**src/rtl/boot_pkg.sv**
```systemverilog
// boot_pkg: shared state encoding and protocol bytes for the UART boot sequencer.
package boot_pkg;

   typedef enum logic [2:0] {
      WAIT_MAGIC,
      LEN_LO,
      LEN_HI,
      PAYLOAD,
      CHECK,
      SEND_RESP,
      RUN
   } boot_state_t;

   localparam logic [7:0] BOOT_MAGIC = 8'hA5;
   localparam logic [7:0] BOOT_ACK   = 8'h06;
   localparam logic [7:0] BOOT_NAK   = 8'h15;

endpackage

```
**src/rtl/boot_word_assembler.sv**
```systemverilog
// boot_word_assembler: packs payload bytes LSB-first into 32-bit words and keeps the XOR checksum.
module boot_word_assembler (
   input  logic        clk,
   input  logic        reset,
   input  logic        clear,
   input  logic        byte_valid,
   input  logic [7:0]  byte_data,
   output logic [31:0] word,
   output logic        word_ready,
   output logic [7:0]  checksum
);

   logic [1:0]  idx;
   logic [23:0] sh;

   // The completed word is presented combinationally on the 4th byte so the top can register it next edge.
   assign word_ready = byte_valid && idx == 2'd3;
   assign word       = {byte_data, sh};

   always_ff @(posedge clk) begin
      if (!reset || clear) begin
         idx      <= '0;
         sh       <= '0;
         checksum <= '0;
      end else if (byte_valid) begin
         idx      <= idx + 2'd1;
         sh       <= {byte_data, sh[23:8]};
         checksum <= checksum ^ byte_data;
      end
   end

endmodule

```
**src/rtl/uart_boot_sequencer.sv**
```systemverilog
// uart_boot_sequencer: receives a framed program image over UART, writes it to instruction
// memory, verifies the XOR checksum, answers ACK/NAK and releases the core on success.
module uart_boot_sequencer
   import boot_pkg::*;
#(
   parameter logic [31:0] BASE_ADDR   = 32'h0000_0000,
   parameter int          MAX_WORDS   = 256,
   parameter int          TIMEOUT_CYC = 1_000_000
) (
   input  logic        clk,
   input  logic        reset,
   input  logic        rx_valid,
   input  logic [7:0]  rx_data,
   output logic        tx_valid,
   output logic [7:0]  tx_data,
   input  logic        tx_ready,
   input  logic        skip_boot,
   input  logic        boot_req,
   output logic        cpu_run,
   output logic        imem_we,
   output logic [31:0] imem_addr,
   output logic [31:0] imem_wdata,
   output logic        busy,
   output logic        done,
   output logic        err,
   output logic [15:0] words_loaded
);

   localparam logic [16:0] MAXW    = 17'(MAX_WORDS);
   localparam logic [31:0] TO_LAST = 32'(TIMEOUT_CYC - 1);

   boot_state_t state, state_nxt;
   logic [7:0]  len_lo, resp, checksum;
   logic [15:0] n, n_rx;
   logic [31:0] to_cnt, word;
   logic        word_ready, byte_valid, frame_start, timed, timeout, len_bad, last_word, chk_ok;

   assign n_rx        = {rx_data, len_lo};
   assign len_bad     = n_rx == 16'd0 || {1'b0, n_rx} > MAXW;
   assign frame_start = state == WAIT_MAGIC && !skip_boot && rx_valid && rx_data == BOOT_MAGIC;
   assign byte_valid  = state == PAYLOAD && rx_valid;
   assign last_word   = word_ready && words_loaded == n - 16'd1;
   assign chk_ok      = rx_data == checksum;
   assign timed       = state inside {LEN_LO, LEN_HI, PAYLOAD, CHECK};
   assign timeout     = timed && !rx_valid && to_cnt == TO_LAST;
   assign tx_data     = resp;

   boot_word_assembler u_asm (
      .clk        (clk),
      .reset      (reset),
      .clear      (frame_start),
      .byte_valid (byte_valid),
      .byte_data  (rx_data),
      .word       (word),
      .word_ready (word_ready),
      .checksum   (checksum)
   );

   always_ff @(posedge clk) begin
      if (!reset) state <= WAIT_MAGIC;
      else        state <= state_nxt;
   end

   always_comb begin
      state_nxt = state;
      case (state)
         WAIT_MAGIC: state_nxt = skip_boot ? RUN : frame_start ? LEN_LO : WAIT_MAGIC;
         LEN_LO:     if (rx_valid) state_nxt = LEN_HI;
         LEN_HI:     if (rx_valid) state_nxt = len_bad ? SEND_RESP : PAYLOAD;
         PAYLOAD:    if (last_word) state_nxt = CHECK;
         CHECK:      if (rx_valid) state_nxt = SEND_RESP;
         SEND_RESP:  if (tx_ready) state_nxt = resp == BOOT_ACK ? RUN : WAIT_MAGIC;
         RUN:        if (boot_req) state_nxt = WAIT_MAGIC;
         default:    state_nxt = WAIT_MAGIC;
      endcase
      if (timeout) state_nxt = WAIT_MAGIC;
   end

   always_comb begin
      cpu_run  = state == RUN;
      tx_valid = state == SEND_RESP;
      busy     = state inside {LEN_LO, LEN_HI, PAYLOAD, CHECK, SEND_RESP};
   end

   always_ff @(posedge clk) begin
      if (!reset) begin
         imem_we      <= 1'b0;
         imem_addr    <= '0;
         imem_wdata   <= '0;
         words_loaded <= '0;
         done         <= 1'b0;
         err          <= 1'b0;
         len_lo       <= '0;
         n            <= '0;
         resp         <= '0;
         to_cnt       <= '0;
      end else begin
         imem_we <= word_ready;
         if (word_ready) begin
            imem_addr    <= BASE_ADDR + {14'd0, words_loaded, 2'b00};
            imem_wdata   <= word;
            words_loaded <= words_loaded + 16'd1;
         end
         if (frame_start) begin
            err          <= 1'b0;
            done         <= 1'b0;
            words_loaded <= '0;
         end
         if (state == LEN_LO && rx_valid) len_lo <= rx_data;
         if (state == LEN_HI && rx_valid) begin
            n <= n_rx;
            if (len_bad) begin
               resp <= BOOT_NAK;
               err  <= 1'b1;
            end
         end
         if (state == CHECK && rx_valid) begin
            resp <= chk_ok ? BOOT_ACK : BOOT_NAK;
            if (!chk_ok) err <= 1'b1;
         end
         if (state == SEND_RESP && tx_ready && resp == BOOT_ACK) done <= 1'b1;
         if (timeout) err <= 1'b1;
         to_cnt <= (timed && !rx_valid) ? to_cnt + 32'd1 : '0;
      end
   end

endmodule
```
**config.mk**
```make
export PLATFORM = sky130hd
export DESIGN_NAME = uart_boot_sequencer
export DESIGN_NICKNAME = d
export VERILOG_FILES = /design/src/rtl/boot_pkg.sv /design/src/rtl/boot_word_assembler.sv /design/src/rtl/uart_boot_sequencer.sv
export SDC_FILE = /design/constraint.sdc
export NUM_CORES = 1
export LEC_CHECK = 0
export ABC_CLOCK_PERIOD_IN_PS = 5900
export BUFFER_PORTS_ARGS = -buffer_cell sky130_fd_sc_hd__buf_2
export CORE_UTILIZATION = 45
export CTS_CLUSTER_SIZE = 16
export DETAILED_ROUTE_END_ITERATION = 8
export PLACE_DENSITY = 0.65
export SYNTH_ARGS = -nofsm -noshare
export SYNTH_HDL_FRONTEND = slang
export SYNTH_SLANG_ARGS = --single-unit
```
**constraint.sdc**
```tcl
create_clock -name clk -period 5.9 [get_ports clk]
set_clock_uncertainty 0.05 [all_clocks]
set_input_delay 0.59 -clock clk [delete_from_list [all_inputs] [get_ports clk]]
set_output_delay 0.59 -clock clk [all_outputs]
set_load 0.02 [all_outputs]
```
==> results of run 1 <==
-- routing by layer --
layer / wire (um) / GRT usage / vias up
met5: 0 / 0 / -
met4: 162 / 0.05951 / 0
met3: 634 / 0.04005 / 10
met2: 7244 / 0.3169 / 116
met1: 8148 / 0.2911 / 2731
li1: - / - / 3026
-- through the flow --
stage / setup WS [ns] / hold slack, ns / total power [mW]
after floorplan: 3.534 / 0.3762 / 1.501
after global placement: 2.621 / 0.3936 / 1.579
after detailed placement: 2.562 / 0.3972 / 1.579
after CTS: 2.573 / 0.4098 / 2.825
after global routing: 2.326 / 0.4271 / 2.918
final: 2.592 / 0.4108 / 2.797
-- layout by cell type, fill, tap and decap left out, drive strengths merged, types with 3 or more instances in the layout --
master / Yosys / final
nand3b: 3 / 3
inv: 5 / 11
nor3b: 4 / 4
nand4: 13 / 13
and3: 17 / 17
nand3: 15 / 15
bufinv: 0 / 5
a31oi: 5 / 5
nand2: 210 / 210
nor2b: 13 / 13
nor4: 11 / 11
ha: 4 / 4
and4: 5 / 5
nand2b: 5 / 5
nor3: 12 / 12
a21oi: 35 / 35
buf: 30 / 93
nor2: 76 / 76
o22ai: 3 / 3
or4: 7 / 7
clkbuf: 45 / 17
conb: 1 / 20
and2: 4 / 4
a21boi: 65 / 65
xor2: 50 / 50
mux2i: 10 / 10
o21ai: 10 / 10
clkinv: 0 / 4
dfxtp: 163 / 163
or3: 7 / 7
xnor2: 26 / 26
-- how the worst max path moves through the flow --
| stage | to | slack [ns] | startpoint | cells after the start |
|---|---|---|---|---|
| 3_3_place_gp | state[1] | 2.62 | rx_valid | 8 |
| 4_1_cts | state[1] | 2.57 | state[1] | 7 |
| 5_1_grt | state[0] | 2.33 | state[1] | 7 |
| 2_1_floorplan | u_asm.checksum[7] | 3.53 | rx_data[1] | 5 |
| 6_report | state[2] | 2.59 | state[1] | 7 |
| 3_5_place_dp | state[1] | 2.56 | rx_valid | 8 |
-- logic make-up (layout without fill, tap and decap cells) --
kind of cell    count (synthesis)  count (layout)  share of synthesized area
simple gates                  411             411                     0.2575
compound gates                136             136                     0.1280
mux                            10              10                    0.01369
buf+inv                        80             130                    0.05321
flops                         163             163                     0.4462
other cells                     1              20                  0.0005128
xor+xnor                       77              77                    0.09410
fa+ha+maj                       4               4                   0.006844
-- layout make-up --
| type | count | area share |
|---|---|---|
| clock inverters | 15 | 0.02873 |
| multi-input cells | 658 | 0.4437 |
| well taps | 216 | 0.03199 |
| inverters | 5 | 0.002221 |
| clock buffers | 17 | 0.05035 |
| repair buffers | 93 | 0.05686 |
| flip-flops and latches | 163 | 0.3862 |
-- registers in the layout, indices dropped and copies added (netlist names) --
register,flops
err,1
tx_data,3
imem_addr,16
u_asm.idx,2
imem_we,1
len_lo,8
words_loaded,16
u_asm.checksum,8
state,3
u_asm.sh,24
done,1
imem_wdata,32
n,16
to_cnt,32
-- power by group --
group          total (mW)  switching, mW  internal (mW)
combinational       0.360          0.224          0.136
clock                1.24          0.473          0.765
sequential           1.20         0.0595           1.14
total                2.80          0.757           2.04
==> summary.md, run 1 <==
| Metric | Value |
|---|---|
| Result of the run | `completed` |
| Setup repair after global routing missed its margin | `false` |
| Number of search-and-repair iterations in the first detailed-routing pass | `5` |
| Max-cap violations | `0` |
| Clock Sinks | `163` |
| Footprint of the flip-flops and latches | `3263 um^2` |
| Power per unit of standard cell area | `331.0 nW/um^2` |
| Synth warnings | `0` |
| Peak fanout along the critical path | `51` |
| Post-CTS Setup Bufs | `0` |
| Sum of buffers and inverters on the critical path | `1` |
| Number of placement rows | `46` |
| Top cell type's share of synthesized area | `0.4462` |
| IR drop worst, VDD | `0.2178 mV` |
| Final hold violations | `0` |
| Die height | `129.5 um` |
| Max transition margin | `0.1843` |
| Filler cell count in the final layout | `1508` |
| Slowest cell on the critical path | `and4b_1` |
| Hold_sp | `to_cnt[0]` |
| Detail Route Antenna Nets | `0` |
| Post-route DRC violation count | `0` |
| Endpoint of the most critical register-to-register path | `state[2]` |
| Number of setup violations in the final report | `0` |
| Number of buffers on the longest clock path | `2` |
| Final estimated routing congestion in global placement | `0.8554` |
| Hold WC Path Type | `register to register` |
| Classification of the worst setup path | `register to register` |
| Crit share post-route | `0.5607` |
| Multi-input combinational cell area | `3749 um^2` |
| Cell area after placement | `7781 um^2` |
| Final HPWL from detailed placement | `11.05 mm` |
| Routed vias | `5883` |
| Starting density of the core | `0.4604` |
| Register-to-register setup slack | `2.59 ns` |
| Port bufs | `87` |
| Clock buffer count from CTS | `17` |
| Final Net Count | `956` |
| Async set-or-reset flop fraction in the synthesized netlist | `0` |
| Count of hold-fix buffers inserted at cts | `0` |
| Die Outline Area | `16770 um^2` |
| Average cell area after synthesis | `8.292 um^2` |
| H-tree lvl count | `4` |
| Clk pin slew, worst setup/hold paths | `0.07 ns` |
| Sort of element at the start of the critical path | `register` |
| Setup TNS Final | `0 ns` |
| Cell with the most instances after synthesis | `nand2_1` |
| TritonCTS clock tree | `done` |
| Max Clock Freq | `302.3 MHz` |
| Series of cell instances along the critical path | `and4b_1, nand2_2, buf_4, nor4_1, o211ai_1, a2111oi_4, o211a_1` |
| All-layer global routing usage | `0.2056` |
| Clock root buffer master | `clkbuf_16` |
| Average vias per placed instance | `5.041` |
| Synth-to-Final Area Change | `15.53%` |
| Number of distinct library cells after synthesis | `56` |
| Reg2reg start | `state[1]` |
| Cts repair resizes | `0` |
| Clock latency on the worst-skew pair | `0.42 ns` |
| Critical path data required time | `6.22 ns` |
| Fraction of final layout cells with drive strength greater than 1 | `0.1420` |
| Post-layout min period | `3.308 ns` |
| Most frequently used flop master after synthesis | `dfxtp_1` |
| WP data arrival | `3.62 ns` |
| Largest net degree at the start of global routing | `52` |
| Worst hold path depth | `1` |
| Static leakage | `3.191 nW` |
| 1st-iter DRT viols | `361` |
| Worst Max-Slew Pin Slew | `1.220 ns` |
| # IOs | `108` |
| Final standard cell count with taps included and fillers excluded | `1167` |
| Die Span X | `129.5 um` |
| Commonest cells in the synthesized netlist | `nand2_1 (210), dfxtp_1 (163), nor2_1 (76), a21boi_0 (65), xor2_1 (50)` |
| Floorplan Core Area | `15890 um^2` |
| Overflow left after global routing | `0` |
| Depth of the worst register-to-register path | `7` |
| Detail-routed net length per standard cell | `13.87 um` |
| Post-synthesis cell type with the largest combined area | `dfxtp_1` |
| Critical path endpoint category | `register` |
| Final standard cell area without fillers | `8449 um^2` |
| Cell family with most CP delay | `simple AND/OR/NAND/NOR gates` |
| Cells after DPL | `1135` |
| Post-synthesis instance area | `7313 um^2` |
| Worst Hold Endpoint | `to_cnt[0]` |
| Layout Utilization | `0.5319` |
| Leading cell types by total area after synthesis | `dfxtp_1 (45%), nand2_1 (11%), a21boi_0 (6.7%)` |
| Synth Instances | `882` |
| Overall routed net length | `16.19 mm` |
| Total of flip-flops plus latches after synthesis | `163` |
| Initial antenna violation count | `0` |
| Vias in the first global route | `5376` |
| Maximum single-stage delay on the critical path | `1.00 ns` |
| # diodes | `0` |
| Wire length of the first global-routing pass | `27.08 mm` |
| Number of max-slew violations in the final report | `0` |
| Sequential area share after synthesis | `0.4462` |
| EDFF count, synth | `0` |
Power figures use the tool's default switching activity.
==> run 2: changes to the inputs <==
--- a/config.mk
+++ b/config.mk
@@ -5,12 +5,12 @@
 export SDC_FILE = /design/constraint.sdc
 export NUM_CORES = 1
 export LEC_CHECK = 0
-export ABC_CLOCK_PERIOD_IN_PS = 5900
+export ABC_CLOCK_PERIOD_IN_PS = 3000
 export BUFFER_PORTS_ARGS = -buffer_cell sky130_fd_sc_hd__buf_2
 export CORE_UTILIZATION = 45
 export CTS_CLUSTER_SIZE = 16
 export DETAILED_ROUTE_END_ITERATION = 8
-export PLACE_DENSITY = 0.65
+export PLACE_DENSITY = 0.68
 export SYNTH_ARGS = -nofsm -noshare
 export SYNTH_HDL_FRONTEND = slang
 export SYNTH_SLANG_ARGS = --single-unit
==> constraint.sdc (replaced) <==
create_clock -name clk -period 3 [get_ports clk]
set_clock_uncertainty 0.05 [all_clocks]
set_input_delay 0.3 -clock clk [delete_from_list [all_inputs] [get_ports clk]]
set_output_delay 0.3 -clock clk [all_outputs]
set_load 0.02 [all_outputs]
==> summary.md, run 2 (synthesis gave the netlist of run 1 again) <==
| Metric | Value |
|---|---|
| Sum of buffers and inverters on the critical path | `1 (unchanged)` |
| Setup repair after global routing missed its margin | `false` |
| All-layer global routing usage | `0.2010 (-0.004614)` |
| Worst hold path depth | `3 (+2)` |
| Clock root buffer master | `clkbuf_16` |
| Hold WC Path Type | `input pin to register` |
| Count of hold-fix buffers inserted at cts | `0 (unchanged)` |
| Starting density of the core | `0.4604 (unchanged)` |
| Average vias per placed instance | `5.067 (+0.52%)` |
| Maximum single-stage delay on the critical path | `0.39 ns (-0.61 ns)` |
| Reg2reg start | `n[0]` |
| Wire length of the first global-routing pass | `26.59 mm (-1.8%)` |
| Port bufs | `87 (unchanged)` |
| Depth of the worst register-to-register path | `8 (+1)` |
| Overall Power | `5.186 mW (+85%)` |
| Series of cell instances along the critical path | `inv_1, ha_1, nor2b_1, a31oi_1, a311o_1, a31oi_1, a2111oi_4, o211a_1` |
| WP data arrival | `2.67 ns (-0.95 ns)` |
| Proportion of power drawn by combinational gates | `0.142 (+0.013)` |
| H-tree lvl count | `4 (unchanged)` |
| Part of the total power dissipated in the clock network | `0.406 (-0.037)` |
| Clock Sinks | `163 (unchanged)` |
| Fraction of power consumed by sequential logic | `0.453 (+0.025)` |
| Clock latency on the worst-skew pair | `0.43 ns (about the same)` |
| Floorplan Core Area | `15890 um^2 (unchanged)` |
| Setup TNS Final | `0 ns (unchanged)` |
| Commonest non-fill, non-tap cell in the layout | `nand2_1` |
| Detail Route Antenna Nets | `0 (unchanged)` |
| Worst Hold Endpoint | `imem_wdata[28]` |
| Max Clock Freq | `416.4 MHz (+38%)` |
| Peak fanout along the critical path | `9 (-82%)` |
| Critical path endpoint category | `register` |
| Design internal power | `3.720 mW (+82%)` |
| Post-route DRC violation count | `0 (unchanged)` |
| Number of buffers on the longest clock path | `2 (unchanged)` |
| Routed vias | `5954 (+1.2%)` |
| Static leakage | `3.196 nW (+0.16%)` |
| Slowest cell on the critical path | `dfxtp_1` |
| Number of search-and-repair iterations in the first detailed-routing pass | `5 (unchanged)` |
| Final hold violations | `0 (unchanged)` |
| Initial antenna violation count | `0 (unchanged)` |
| Overflow left after global routing | `0 (unchanged)` |
| Final Net Count | `965 (+0.94%)` |
| Post-layout min period | `2.402 ns (-0.9063 ns)` |
| Cts repair resizes | `0 (unchanged)` |
| Worst Slack Setup Final | `0.5984 ns (-1.994 ns)` |
| Cells after DPL | `1144 (+0.79%)` |
| Max-cap violations | `0 (unchanged)` |
| 1st-iter DRT viols | `358 (-0.83%)` |
| Largest net degree at the start of global routing | `53 (+1.9%)` |
| Endpoint of the most critical register-to-register path | `state[2]` |
| Post-CTS Setup Bufs | `0 (unchanged)` |
| Commonest non-fill, non-tap cells in the layout | `nand2_1 (209), dfxtp_1 (163), buf_2 (87), nor2_1 (75), a21boi_0 (65)` |
| Cell area after placement | `7874 um^2 (+1.2%)` |
| Number of max-slew violations in the final report | `0 (unchanged)` |
| Final standard cell area without fillers | `8446 um^2 (about the same)` |
| Synth-to-Final Area Change | `15.48% (about the same)` |
| Power per unit of standard cell area | `614.1 nW/um^2 (+86%)` |
| Setup slack after placement | `0.4998 ns (-2.062 ns)` |
| Final estimated routing congestion in global placement | `0.8434 (-1.4%)` |
| Worst Max-Slew Pin Slew | `0.7147 ns (-0.5056 ns)` |
| Register-to-register setup slack | `0.60 ns (-1.99 ns)` |
| # diodes | `0 (unchanged)` |
| Die height | `129.5 um (unchanged)` |
| Cell family with most CP delay | `compound AO/OA/AOI/OAI gates` |
| Fraction of final layout cells with drive strength greater than 1 | `0.1491 (+0.007158)` |
| Result of the run | `completed` |
| Switching fraction of total power | `0.2827 (+0.01200)` |
| Critical path data required time | `3.27 ns (-2.95 ns)` |
| IR drop worst, VDD | `0.4606 mV (+110%)` |
| Registers with the most flip-flops | `imem_wdata: 32 flops, to_cnt: 32 flops, u_asm.sh: 24 flops` |
| Switching component of the power | `1.466 mW (+94%)` |
| Max transition margin | `0.5224 (+0.3381)` |
| Clk pin slew, worst setup/hold paths | `0.07 ns (about the same)` |
| Hold Worst Slack | `0.1366 ns (-0.2742 ns)` |
| Layout Utilization | `0.5317 (about the same)` |
| Most prevalent standard cell on the critical path | `a31oi_1` |
| Classification of the worst setup path | `register to register` |
| # IOs | `108 (unchanged)` |
| Clock buffer count from CTS | `17 (unchanged)` |
| TritonCTS clock tree | `done` |
| Final HPWL from detailed placement | `11.10 mm (+0.49%)` |
| Overall routed net length | `15.87 mm (-2.0%)` |
| Number of setup violations in the final report | `0 (unchanged)` |
| Die Span X | `129.5 um (unchanged)` |
| Number of placement rows | `46 (unchanged)` |
| Hold_sp | `rx_data[4]` |
| Vias in the first global route | `5328 (-0.89%)` |
| Detail-routed net length per standard cell | `13.50 um (-2.7%)` |
| Final standard cell count with taps included and fillers excluded | `1175 (+0.69%)` |
| Crit share post-route | `0.8005 (+0.2399)` |
| Die Outline Area | `16770 um^2 (unchanged)` |
| Sort of element at the start of the critical path | `register` |
run 2: changes by cell type in the layout (fill, tap and decap cells not counted), sizes merged:
cell / before / now
buf: 93 / 102
bufinv: 5 / 1
clkbuf: 17 / 19
clkinv: 4 / 3
clkinvlp: 0 / 2
run 2: power by group through the flow:
| stage | logic, mW | clock network, mW | registers (mW) |
|---|---|---|---|
| after floorplan | 0.594 | 0 | 2.36 |
| after global placement | 0.728 | 0 | 2.39 |
| after detailed placement | 0.732 | 0 | 2.39 |
| after CTS | 0.736 | 2.15 | 2.35 |
| after global routing | 0.819 | 2.24 | 2.36 |
| final | 0.734 | 2.10 | 2.35 |
run 2: metal layers:
metal	routed length [um]	vias up	global-route usage
met5	0	-	0
met4	164	0	0.05540
met3	627	17	0.04666
met2	7108	114	0.3121
met1	7967	2784	0.2790
li1	-	3039	-
run 2: worst max-delay path by stage:
stage | slack (ns) | endpoint | startpoint | cells after the start
floorplan | 0.72 | words_loaded[15] | words_loaded[6] | 6
global placement | 0.50 | u_asm.checksum[0] | rx_data[1] | 6
global route | 0.37 | state[1] | n[0] | 8
finish | 0.60 | state[2] | n[0] | 8
detailed placement | 0.50 | u_asm.sh[12] | rx_data[1] | 6
CTS | 0.62 | state[2] | n[0] | 8
run 2: layout make-up:
| cell class | instances | area, um^2 |
|---|---|---|
| Tap cell | 216 | 270.3 |
| Clock inverter | 12 | 118.9 |
| Timing Repair Buffer | 102 | 573.1 |
| Sequential cell | 163 | 3263 |
| Fill cell | 1543 | 7440 |
| Clock buffer | 19 | 452.9 |
| Inverter | 5 | 18.77 |
| Multi-Input combinational cell | 658 | 3749 |
run 2: worst reg2reg max path: stages, from the launching register on:
cell	delay, ns
dfxtp_1	0.39
inv_1	0.09
ha_1	0.35
nor2b_1	0.30
a31oi_1	0.15
a311o_1	0.33
a31oi_1	0.33
a2111oi_4	0.08
o211a_1	0.23
==> run 3: changes to the inputs <==
--- a/config.mk
+++ b/config.mk
@@ -5,7 +5,8 @@
 export SDC_FILE = /design/constraint.sdc
 export NUM_CORES = 1
 export LEC_CHECK = 0
-export ABC_CLOCK_PERIOD_IN_PS = 3000
+export ABC_AREA = 1
+export ABC_CLOCK_PERIOD_IN_PS = 1960
 export BUFFER_PORTS_ARGS = -buffer_cell sky130_fd_sc_hd__buf_2
 export CORE_UTILIZATION = 45
 export CTS_CLUSTER_SIZE = 16
==> constraint.sdc (replaced) <==
create_clock -name clk -period 1.96 [get_ports clk]
set_clock_uncertainty 0.05 [all_clocks]
set_input_delay 0.196 -clock clk [delete_from_list [all_inputs] [get_ports clk]]
set_output_delay 0.196 -clock clk [all_outputs]
set_load 0.02 [all_outputs]
==> summary.md, run 3 <==
| Metric | Value |
|---|---|
| Endpoint of the most critical register-to-register path | `to_cnt[25]` |
| Routed vias | `6962 (+17%)` |
| Number of buffers on the longest clock path | `2 (unchanged)` |
| Number of distinct library cells after synthesis | `44 (-21%)` |
| Final standard cell area without fillers | `9022 um^2 (+6.8%)` |
| Sort of element at the start of the critical path | `register` |
| Crit share post-route | `0.9839` |
| Proportion of power drawn by combinational gates | `0.251 (+0.109)` |
| Final Net Count | `1170 (+21%)` |
| Count of hold-fix buffers inserted at cts | `0 (unchanged)` |
| Switching fraction of total power | `0.3387 (+0.05599)` |
| Final estimated routing congestion in global placement | `0.9245 (+9.6%)` |
| Clock Sinks | `163 (unchanged)` |
| # IOs | `108 (unchanged)` |
| Floorplan Core Area | `16060 um^2 (+1.1%)` |
| Met2 Routed Length | `8.674 mm (+22%)` |
| Filler cell count in the final layout | `1547 (+0.26%)` |
| Peak fanout along the critical path | `5 (-4)` |
| Static leakage | `3.863 nW (+21%)` |
| Cell with the most instances after synthesis | `nand2_1` |
| Die Span X | `130.9 um (+1.1%)` |
| Final HPWL from detailed placement | `13.49 mm (+21%)` |
| Clk pin slew, worst setup/hold paths | `0.06 ns (about the same)` |
| Commonest non-fill, non-tap cells in the layout | `nand2_1 (193), dfxtp_1 (156), nor2_1 (147), a21oi_1 (88), buf_2 (87)` |
| Post-layout min period | `1.929 ns` |
| Result of the run | `completed` |
| Post-route DRC violation count | `0 (unchanged)` |
| Overflow left after global routing | `0 (unchanged)` |
| Wire length of the first global-routing pass | `30.42 mm (+14%)` |
| Post-synthesis instance area | `7475 um^2 (+2.2%)` |
| Die Outline Area | `17130 um^2 (+2.2%)` |
| Top routing layer in use | `met4` |
| Number of placement rows | `46 (unchanged)` |
| Detail-routed net length per standard cell | `13.83 um (+2.4%)` |
| Sequential area share after synthesis | `0.4366 (-0.009635)` |
| TritonCTS clock tree | `done` |
| H-tree lvl count | `4 (unchanged)` |
| Total of flip-flops plus latches after synthesis | `163 (unchanged)` |
| Hold WC Path Type | `input pin to register` |
| Clock root buffer master | `clkbuf_16` |
| Overall routed net length | `19.09 mm (+20%)` |
| IR drop worst, VDD | `0.8317 mV (+81%)` |
| Number of max-slew violations in the final report | `0 (unchanged)` |
| # diodes | `0 (unchanged)` |
| EDFF count, synth | `0 (unchanged)` |
| WP data arrival | `1.68 ns (-0.99 ns)` |
| Number of search-and-repair iterations in the first detailed-routing pass | `5 (unchanged)` |
| WL met3 | `868 um (+38%)` |
| Starting density of the core | `0.4655 (+0.005101)` |
| Most frequently used flop master after synthesis | `dfxtp_1` |
| Cell area after placement | `8238 um^2 (+4.6%)` |
| Length of routed wiring on met1 | `9.082 mm (+14%)` |
| Setup TNS Final | `0 ns (unchanged)` |
| Fraction of final layout cells with drive strength greater than 1 | `0.2000 (+0.05089)` |
| Commonest cells in the synthesized netlist | `nand2_1 (197), dfxtp_1 (163), nor2_1 (157), a21oi_1 (89), inv_1 (89)` |
| Average vias per placed instance | `5.041 (-0.51%)` |
| Detail Route Antenna Nets | `0 (unchanged)` |
| Overall Power | `9.000 mW (+74%)` |
| Critical path endpoint category | `output port` |
| Max Clock Freq | `518.5 MHz` |
| Synth Instances | `1046 (+19%)` |
| Synth warnings | `0 (unchanged)` |
| Fraction of power consumed by sequential logic | `0.408 (-0.045)` |
| Design internal power | `5.951 mW (+60%)` |
| Hold Worst Slack | `0.03781 ns (-0.09874 ns)` |
| Part of the total power dissipated in the clock network | `0.341 (-0.065)` |
| Port bufs | `87 (unchanged)` |
| First element of the critical path | `state[0]` |
| Number of setup violations in the final report | `0 (unchanged)` |
| Top cell type's share of synthesized area | `0.4366 (-0.009635)` |
| Clock buffer count from CTS | `17 (unchanged)` |
| Registers with the most flip-flops | `imem_wdata: 32 flops, to_cnt: 32 flops, u_asm.sh: 24 flops` |
| Synth-to-Final Area Change | `20.71%` |
| Largest net degree at the start of global routing | `61 (+15%)` |
| Depth of the worst register-to-register path | `10 (+2)` |
| Switching component of the power | `3.048 mW (+110%)` |
| Register-to-register setup slack | `0.04 ns (-0.56 ns)` |
| Power per unit of standard cell area | `997.5 nW/um^2 (+62%)` |
| Max-cap violations | `0 (unchanged)` |
| Final hold violations | `0 (unchanged)` |
| Initial antenna violation count | `0 (unchanged)` |
| Vias in the first global route | `6272 (+18%)` |
| Async set-or-reset flop fraction in the synthesized netlist | `0 (unchanged)` |
| Reg2reg start | `to_cnt[0]` |
| 1st-iter DRT viols | `385 (+7.5%)` |
| Commonest non-fill, non-tap cell in the layout | `nand2_1` |
| All-layer global routing usage | `0.2290 (+0.02800)` |
| Destination of the critical timing path | `busy` |
| Clock latency on the worst-skew pair | `0.43 ns (about the same)` |
| Average cell area after synthesis | `7.146 um^2 (-14%)` |
| Post-synthesis cell type with the largest combined area | `dfxtp_1` |
| Leading cell types by total area after synthesis | `dfxtp_1 (44%), nand2_1 (9.9%), nor2_1 (7.9%)` |
| Setup repair after global routing missed its margin | `true` |
| Classification of the worst setup path | `register to output port` |
| Die height | `130.9 um (+1.1%)` |
| Critical path data required time | `1.71 ns (-1.56 ns)` |
run 3: cell types whose count changed in the layout (fill, tap and decap cells not counted), moves of 19 or more:
cell,delta
a21boi_0,-65
a21oi_1,+53
buf_4,+29
inv_1,+79
nand3_1,+62
nor2_1,+72
o21ai_0,+53
xnor2_1,-19
xor2_1,-26
run 3: worst max-delay path: stages (launching register included):
cell and delay (ns):
dfxtp_1 0.39, nor2_1 0.07, inv_1 0.09, nor2_1 0.06, nor2_1 0.15, inv_2 0.06, nor2_1 0.16, nand2_1 0.11
buf_2 0.17
run 3: logic make-up (layout without fill, tap and decap cells):
family / count (synthesis) / after routing / synth area share
AND/OR/NAND/NOR: 517 / 517 / 0.3065
XOR/XNOR: 32 / 32 / 0.03934
AO/OA/AOI/OAI: 166 / 166 / 0.1157
buffers and inverters: 163 / 263 / 0.09474
other: 1 / 20 / 0.0005017
adder cells (fa/ha/maj): 4 / 4 / 0.006696
flip-flops: 163 / 163 / 0.4366
run 3: power by group through the flow:
stage          Combinational [mW]  Sequential (mW)  Clock, mW
6_report                     2.26             3.67       3.07
3_3_place_gp                 2.11             3.72          0
2_1_floorplan                1.65             3.70          0
4_1_cts                      2.13             3.65       3.13
5_1_grt                      2.58             3.69       3.28
3_5_place_dp                 2.11             3.72          0
run 3: worst min path at each step:
stage	cells past startpoint	slack (ns)	endpoint	startpoint
finish	2	0.04	done	tx_ready
global placement	1	0.39	to_cnt[0]	to_cnt[0]
detailed placement	2	0.40	u_asm.sh[4]	u_asm.sh[4]
floorplan	2	0.28	len_lo[7]	rx_data[7]
global route	2	0.03	done	tx_ready
CTS	2	0.01	done	tx_ready
run 3: cell type report:
class	instances	area (um^2)	share of cell area
tap	216	270.3	0.02995
timing repair buffer	132	810.8	0.08986
clock buffer	19	442.9	0.04909
inverter	99	374.1	0.04146
clock inverter	13	103.9	0.01151
multi-input combinational	739	3741	0.4146
sequential	163	3279	0.3635
run 3: what timing repair did:
item	4_1_cts	5_1_grt
setup buffers	0	7
pin swaps	0	22
gates resized for setup	3	51
hold endpoints to repair	0	0
setup endpoints to repair	2	16
run 3: metal layers:
metal  global-route usage  vias to the layer above
li1                     -                     3568
met1               0.3087                     3153
met2               0.3623                      205
met3              0.03950                       36
met4              0.09331                        0
met5                    0                        -
run 3: metrics by stage:
step | std cells | worst slack, ns | util
6_report | 1381 | 0.03148 | 0.5619
5_1_grt | 1381 | -0.1262 | 0.5619
4_1_cts | 1374 | 0.01418 | 0.5475
3_5_place_dp | 1342 | 0.01550 | 0.5130
3_3_place_gp | 1342 | 0.04765 | 0.5130
2_1_floorplan | 1065 | 0.07619 | -
